<file path="config.mk">
export PLATFORM = sky130hd
export DESIGN_NAME = mix_columns_seq
export DESIGN_NICKNAME = d
export VERILOG_FILES = /design/src/rtl/mc_pkg.sv /design/src/rtl/mc_byte_dot.sv /design/src/rtl/mix_columns_seq.sv
export SDC_FILE = /design/constraint.sdc
export NUM_CORES = 1
export LEC_CHECK = 0
export CAP_MARGIN = 20
export CORE_ASPECT_RATIO = 0.75
export CORE_UTILIZATION = 52
export DETAILED_ROUTE_END_ITERATION = 8
export PLACE_DENSITY = 0.81
export SLEW_MARGIN = 40
export SYNTH_ARGS = -nofsm -noshare
export SYNTH_HDL_FRONTEND = slang
export SYNTH_SLANG_ARGS = --single-unit
export TNS_END_PERCENT = 1
</file>
<file path="constraint.sdc">
create_clock -name clk -period 10.7 [get_ports clk]
set_clock_uncertainty 0.15 [all_clocks]
set_input_delay 1.605 -clock clk [delete_from_list [all_inputs] [get_ports clk]]
set_output_delay 1.605 -clock clk [all_outputs]
set_load 0.1 [all_outputs]
</file>
<file path="src/rtl/mc_pkg.sv">
// Shared definitions for the iterative AES MixColumns engine.
// MIX_COLUMNS_INV_EN adds the InvMixColumns multipliers (09/0b/0d/0e) to gmul.
package mc_pkg;

  localparam int unsigned BYTES = 16;
  localparam int unsigned IDX_W = $clog2(BYTES);

  typedef enum logic {
    IDLE = 1'b0,
    RUN  = 1'b1
  } mc_state_e;

  localparam logic [7:0] AES_POLY = 8'h1b;

  // Row constants {k0,k1,k2,k3}, applied to column bytes {a0,a1,a2,a3}.
  localparam logic [31:0] FWD_ROW [0:3] = '{32'h02030101, 32'h01020301,
                                           32'h01010203, 32'h03010102};
  localparam logic [31:0] INV_ROW [0:3] = '{32'h0e0b0d09, 32'h090e0b0d,
                                           32'h0d090e0b, 32'h0b0d090e};

  // Multiply by x in GF(2^8) modulo the AES polynomial.
  function automatic logic [7:0] xtime(input logic [7:0] x);
    return {x[6:0], 1'b0} ^ (x[7] ? AES_POLY : 8'h00);
  endfunction

  // Multiply by one of the small MixColumns constants; unsupported k gives 0.
  function automatic logic [7:0] gmul(input logic [7:0] x, input logic [7:0] k);
    logic [7:0] x2;
    logic [7:0] res;
`ifdef MIX_COLUMNS_INV_EN
    logic [7:0] x4;
    logic [7:0] x8;
`endif
    x2  = xtime(x);
`ifdef MIX_COLUMNS_INV_EN
    x4  = xtime(x2);
    x8  = xtime(x4);
`endif
    res = 8'h00;
    case (k)
      8'h01: res = x;
      8'h02: res = x2;
      8'h03: res = x2 ^ x;
`ifdef MIX_COLUMNS_INV_EN
      8'h09: res = x8 ^ x;
      8'h0b: res = x8 ^ x2 ^ x;
      8'h0d: res = x8 ^ x4 ^ x;
      8'h0e: res = x8 ^ x4 ^ x2;
`endif
      default: res = 8'h00;
    endcase
    return res;
  endfunction

endpackage

</file>
<file path="src/rtl/mc_byte_dot.sv">
// Combinational GF(2^8) dot product of one state column with one row-constant word.
module mc_byte_dot
  import mc_pkg::*;
(
  input  logic [31:0] col,
  input  logic [31:0] k,
  output logic [7:0]  prod_c
);

  // XOR of the four byte products; byte 0 is the most significant.
  always_comb begin
    prod_c = gmul(col[31:24], k[31:24]) ^ gmul(col[23:16], k[23:16]) ^
             gmul(col[15:8],  k[15:8])  ^ gmul(col[7:0],   k[7:0]);
  end

endmodule

</file>
<file path="src/rtl/mix_columns_seq.sv">
// Iterative AES MixColumns: one output byte per clock through a shared dot-product unit.
// Define MIX_COLUMNS_INV_EN to add the inv port and InvMixColumns constants.
module mix_columns_seq
  import mc_pkg::*;
(
  input  logic         clk,
  input  logic         rst,
  input  logic         start,
`ifdef MIX_COLUMNS_INV_EN
  input  logic         inv,
`endif
  input  logic [127:0] state_in,
  output logic         busy,
  output logic         done,
  output logic [127:0] state_out
);

  mc_state_e          state_q, state_d;
  logic [IDX_W-1:0]   idx_q, idx_d;
  logic [127:0]       cap_q, cap_d;
  logic [127:0]       out_q, out_d;
  logic               busy_q, busy_d;
  logic               done_q, done_d;
  logic [31:0]        col_c;
  logic [31:0]        row_c;
  logic [7:0]         prod_c;
`ifdef MIX_COLUMNS_INV_EN
  logic               inv_q, inv_d;
`endif

  // Operand select: idx[3:2] picks the column, idx[1:0] the row constants.
  always_comb begin
    col_c = cap_q[{~idx_q[3:2], 5'b00000} +: 32];
`ifdef MIX_COLUMNS_INV_EN
    row_c = inv_q ? INV_ROW[idx_q[1:0]] : FWD_ROW[idx_q[1:0]];
`else
    row_c = FWD_ROW[idx_q[1:0]];
`endif
  end

  mc_byte_dot u_dot (
    .col    (col_c),
    .k      (row_c),
    .prod_c (prod_c)
  );

  // Next-state logic: capture on start in IDLE, write one byte per cycle in RUN.
  always_comb begin
    state_d = state_q;
    idx_d   = idx_q;
    cap_d   = cap_q;
    out_d   = out_q;
    busy_d  = busy_q;
    done_d  = 1'b0;
`ifdef MIX_COLUMNS_INV_EN
    inv_d   = inv_q;
`endif
    case (state_q)
      IDLE: begin
        if (start) begin
          cap_d   = state_in;
          idx_d   = '0;
          busy_d  = 1'b1;
          state_d = RUN;
`ifdef MIX_COLUMNS_INV_EN
          inv_d   = inv;
`endif
        end
      end
      RUN: begin
        // Byte (c,r) sits at flat byte position idx from the MSB end.
        out_d[{~idx_q, 3'b000} +: 8] = prod_c;
        idx_d = idx_q + IDX_W'(1);
        if (idx_q == IDX_W'(BYTES - 1)) begin
          idx_d   = '0;
          busy_d  = 1'b0;
          done_d  = 1'b1;
          state_d = IDLE;
        end
      end
      default: state_d = IDLE;
    endcase
  end

  // State registers with asynchronous abort.
  always_ff @(posedge clk or posedge rst) begin
    if (rst) begin
      state_q <= IDLE;
      idx_q   <= '0;
      cap_q   <= '0;
      out_q   <= '0;
      busy_q  <= 1'b0;
      done_q  <= 1'b0;
`ifdef MIX_COLUMNS_INV_EN
      inv_q   <= 1'b0;
`endif
    end else begin
      state_q <= state_d;
      idx_q   <= idx_d;
      cap_q   <= cap_d;
      out_q   <= out_d;
      busy_q  <= busy_d;
      done_q  <= done_d;
`ifdef MIX_COLUMNS_INV_EN
      inv_q   <= inv_d;
`endif
    end
  end

  assign busy      = busy_q;
  assign done      = done_q;
  assign state_out = out_q;

endmodule

</file>
==> Word-level counts from Yosys, hierarchy flattened <==
Cells that the tools add are included.
{ "word_totals": {"word_cells": 67, "register_bits": 263, "out_inout_bits": 130} }
{ "op_classes": {"muxes": 23, "n_addsub": 2, "n_lt_le_gt_ge": 1, "shift": 3, "n_reduce_logical": 2, "n_eq_ne": 15, "bitwise": 15} }
{ "op_table": {"columns": ["op", "count"], "rows": [
  ["$bwmux 128", 1],
  ["$shift 8x9->128 const A", 1],
  ["$shiftx 128x8->32", 1],
  ["$shiftx 8x9->128", 1],
  ["$pmux 8 s3", 4],
  ["$xor 8x8->8", 11],
  ["$bmux 32 s2", 1],
  ["$eq 8x2->1 const B", 8],
  ["$mux 32", 2],
  ["$eq 8x1->1 const B", 4],
  ["$mux 5", 4],
  ["$neg 7->9", 1],
  ["$mux 4", 2],
  ["$pmux 4 s2", 1],
  ["$mux 1", 6],
  ["$add 4x1->4 const B", 1],
  ["$eq 4x4->1 const B", 1],
  ["$not 4->4", 1],
  ["$pmux 1 s2", 2],
  ["$reduce_and 2->1", 2],
  ["$ge 3x3->1 const B", 1],
  ["$not 2->3", 1],
  ["$ne 2x1->1 const B", 1],
  ["$ne 2x2->1 const B", 1],
  ["other kinds (2)", 2]
]} }

==> Depth between registers and ports, before layout <==
{ "depth": {"ltp_word": 11, "depth_mapped": 12} }

==> By module <==
Synthesis repeated with hierarchy kept, for this count alone.
{ "hier_totals": {"hier_cells": 940, "hier_area_um2": 12304.3} }
{ "by_module_without_submodules": {"columns": ["module", "n_inst", "seq_area_each_um2", "cells_per_inst", "area_each_um2"], "rows": [
  ["mix_columns_seq", 1, 6581.3, 759, 11198.2],
  ["mc_byte_dot", 1, 0.0, 181, 1106.1]
]} }

==> Worst setup path after synthesis <==
OpenSTA, ideal clock, no wires.
{ "synth_path": {"path_type": "flip-flop to flip-flop", "startpoint": "reg idx_q[1]", "endpoint": "reg out_q[1] (netlist: state_out[1])", "stages_incl_launch_ff": 10, "t_arrival_ns": 3.160, "path_slack_ns": 7.315, "cell_sequence": "dfrtp_1 > clkbuf_1 > clkinv_1 > ha_1 > clkbuf_1 > clkbuf_1 > nor4_1 > clkbuf_1 > nor2_1 > a21oi_2"} }
{ "synth_between": {"elab_chain_cells": 11} }
{ "synth_rtl": {"columns": ["item", "line", "text"], "rows": [
  ["start, declared", "mix_columns_seq.sv:19", "logic [IDX_W-1:0] idx_q, idx_d;"],
  ["start signal, assigned", "mix_columns_seq.sv:99", "idx_q <= idx_d;"],
  ["$not 2->3 (not written as such)", "mix_columns_seq.sv:37", "row_c = FWD_ROW[idx_q[1:0]];"],
  ["$bmux 32 s2", "mix_columns_seq.sv:37", null],
  ["$mux 32 (not written as such) (2 in series)", "mix_columns_seq.sv:37", null],
  ["$eq 8x2->1 / $eq 8x1->1 (equally long branches)", "mc_pkg.sv:40", "case (k)"],
  ["$pmux 8 s3", "mc_pkg.sv:40", null],
  ["$xor 8x8->8 (2 in series)", "mc_byte_dot.sv:12", "prod_c = gmul(col[31:24], k[31:24]) ^ gmul(col[23:16], k[23:16]) ^"],
  ["$xor 8x8->8", "mc_byte_dot.sv:13", "gmul(col[15:8], k[15:8]) ^ gmul(col[7:0], k[7:0]);"],
  ["$shiftx 8x9->128", "mix_columns_seq.sv:72", "out_d[{~idx_q, 3'b000} +: 8] = prod_c;"],
  ["$bwmux 128 *", "mix_columns_seq.sv:72", null],
  ["end signal, assigned", "mix_columns_seq.sv:101", "out_q <= out_d;"],
  ["end, declared", "mix_columns_seq.sv:21", "logic [127:0] out_q, out_d;"]
]} }
Every way passes the cells marked *; elsewhere a longest branch is shown, timed or not. The select of a mux whose other input is x is not followed.
A chain may end at the register's enable or synchronous reset.

==> Final worst setup path <==
{ "layout_path": {"startpoint": "reg idx_q[1]", "endpoint": "reg out_q[120] (netlist: state_out[120])"} }
Same word-level chain as after synthesis.

==> results by group <==
Route
  • # DRC: 0
  • First DRT Iteration DRCs: 726
  • Post-DRT Antenna Nets: 0
  • Drt pass-1 iters: 5
  • Vias: 9027
  • Met2 wire length: 13900 um
  • WL per Instance: 19.1 um
  • Met3 wire length: 2070 um
  • Vias per cell: 5.63
  • Wl on met1: 14100 um
  • Detailed-route wire length: 30600 um
  • Max layer used: met4

Clock network
  • Setup bufs post-CTS: 0
  • Clk buf depth: 3
  • CTS sink count: 263
  • CTS tree: done
  • TritonCTS buffer count: 26
  • Max H-tree Level: 1
  • CTS root buffer: clkbuf_16
  • Hold Buf Count CTS: 0
  • Clock transition at the registers of the reported paths: 0.06 ns
  • Worst skew pair latency: 0.53 ns
  • Post-cts sizing count: 0

Yosys
  • Largest cells by area after synthesis: dfrtp_1 (53%), mux2_2 (12%), mux4_2 (5.6%)
  • Mapped cell area: 0.0125 sq mm
  • Post-synth top area share: 52.8%
  • Top_reg_cell synth: dfrtp_1
  • Synthesis-stage register bit count: 263
  • Sequential-to-total area share from yosys stat: 52.8%
  • Post-synth EDFFs: 0
  • Post-Syn Nets: 1190
  • Synth cell types: 49
  • Warnings from Yosys: 0
  • Largest area contributor in the netlist: dfrtp_1
  • Ys async rst share: 100%
  • Mapped Avg Cell Area: 11.9 sq um
  • Cells after Synth: 1051

GRT
  • Pin count of the biggest net entering global routing: 133
  • Initial antenna violation count: 0
  • GRT Total Usage: 25.0%
  • Grt total ovfl: 0
  • First-pass GRT wire length: 48000 um
  • Vias in the first global route: 8754

Critical path
  • CP startpoint kind: flop
  • CP Data Required Time: 10.92 ns
  • R2R cell count: 7
  • Worst Setup Path Type: reg -> reg
  • Critical path arrival: 4.48 ns
  • CP endpoint kind: flop
  • Crit Path Max Fanout: 29

Floorplanning
  • # IOs: 261
  • Core Box Area: 0.0232 sq mm
  • Starting density of the core: 53.6%
  • Num rows: 48
  • Die area: 0.0246 sq mm
  • Die W: 181 um
  • Die Y: 136 um

STA
  • Fin. Hold Viols: 0
  • Max-slew violations: 0
  • Final period util: 39.8%
  • Max transition margin: 47.1%
  • Hold slack: 0.320 ns
  • Setup TNS: 0 ns
  • Final Setup Violations: 0
  • Fmax: 0.235 GHz
  • Min cycle time layout: 4.26 ns
  • RSZ-0062 raised after global routing: no
  • Worst Max-Slew Pin Slew: 0.794 ns

Place
  • IO Port Bufs: 260
  • Detailed Place HPWL: 21200 um
  • Routability Congestion: 0.908

Finish
  • Nets: 1426
  • Layout cells sized above 1: 31.4%
  • Fill count: 1760
  • Area growth syn-to-layout: 24.1%
  • N_diodes: 0
  • FF+latch area: 0.00658 sq mm
  • Area of the multi-input gates: 0.00562 sq mm

Outcome
  • Outcome: completed

Hold path
  • Tightest Hold Check Type: reg -> reg
  • Hold path depth: 2

Run
  • Max cap viols: 0
## path summary, 6_finish.rpt
| check | start | endpoint | slack [ns] |
|---|---|---|---|
| max | idx_q[1] | state_out[120] | 6.44 |
| min | state_out[16] | state_out[16] | 0.32 |
| max reg2reg | idx_q[1] | state_out[120] | 6.44 |
| min reg2reg | state_out[16] | state_out[16] | 0.32 |
| max in group asynchronous | rst | idx_q[3] | 7.63 |
| min in group asynchronous | rst | state_out[9] | 1.52 |
## worst max-delay path, cell delays in order (launching register included)
cell and delay (ns):
dfrtp_1 0.86, clkinv_1 0.51, ha_2 0.80, nor2_1 0.23
a211oi_1 0.45, xnor2_1 0.25, xnor2_4 0.64, o21ai_0 0.20
## through the flow
step	instance area (sq um)	cells	setup slack, ns	util (%)
detailed placement	14700	1559	6.30	63.1
floorplan	12500	1051	1.70	-
global placement	15300	1559	6.15	65.6
global route	15500	1603	6.15	66.6
finish	15500	1603	6.44	66.6
CTS	15500	1603	6.26	66.5
## logic make-up after synthesis
group,synth area share [%]
adders and majority gates,0.803
AOI/OAI and AO/OA,10.7
DFF,52.8
and+or+nand+nor,8.71
muxes,19.1
buffers and inverters,3.05
xor gates and xnor gates,4.87
## flip-flops by register name, indices dropped and copies added, names as in the netlist
name and cells:
state_q 1, busy 1, cap_q 128, state_out 128, done 1, idx_q 4
## cell type report
cell class / instances / share of cell area, %
clock buffers: 38 / 4.96
clock inverters: 6 / 0.210
inverters: 13 / 0.396
multi-input cells: 712 / 36.3
flip-flops and latches: 263 / 42.5
well taps: 300 / 2.43
repair buffers: 271 / 13.2
## synthesized netlist by cell type (2+ instances only)
master,n
and3_1,2
nor4_1,2
inv_1,12
mux2i_4,4
a211oi_1,4
mux4_2,31
mux4_1,2
o21ai_0,81
nor2b_1,12
a21oi_1,64
nor2_1,36
xnor2_1,24
nand2_1,148
buf_4,6
nand3_1,10
nor3_2,2
xnor2_2,15
clkbuf_1,35
dfrtp_1,263
nor3_1,9
xor2_2,4
or4_1,2
o21ai_2,18
o21ai_1,34
nand3b_1,2
buf_1,6
o22ai_1,3
o221ai_1,2
a211oi_2,8
nand2b_1,14
ha_1,8
a31oi_1,3
mux2_2,129
a21oi_2,8
mux2i_1,9
buf_6,6
xor2_1,10
buf_2,9
and2_1,4
## per-layer routing
| metal | GRT usage [%] | vias to the layer above |
|---|---|---|
| met4 | 5.27 | 0 |
| li1 | - | 4176 |
| met5 | 0 | - |
| met3 | 4.23 | 37 |
| met2 | 38.5 | 324 |
| met1 | 37.2 | 4490 |
## placed cells by master (no fill, tap or decap), types with 11 or more instances in the layout
cell type / count
a21oi_1: 64
inv_1: 11
nand2_1: 148
mux2_2: 129
clkbuf_16: 27
nor2_1: 36
nor2b_1: 11
nand2b_1: 14
clkdlybuf4s50_1: 130
buf_2: 130
xnor2_2: 11
dfrtp_1: 261
o21ai_0: 81
mux4_2: 31
o21ai_2: 18
xnor2_1: 22
o21ai_1: 34
Power is left out: the tool's default activity adds up to more than one toggle a clock period on the data nets, which glitch-free logic cannot reach.
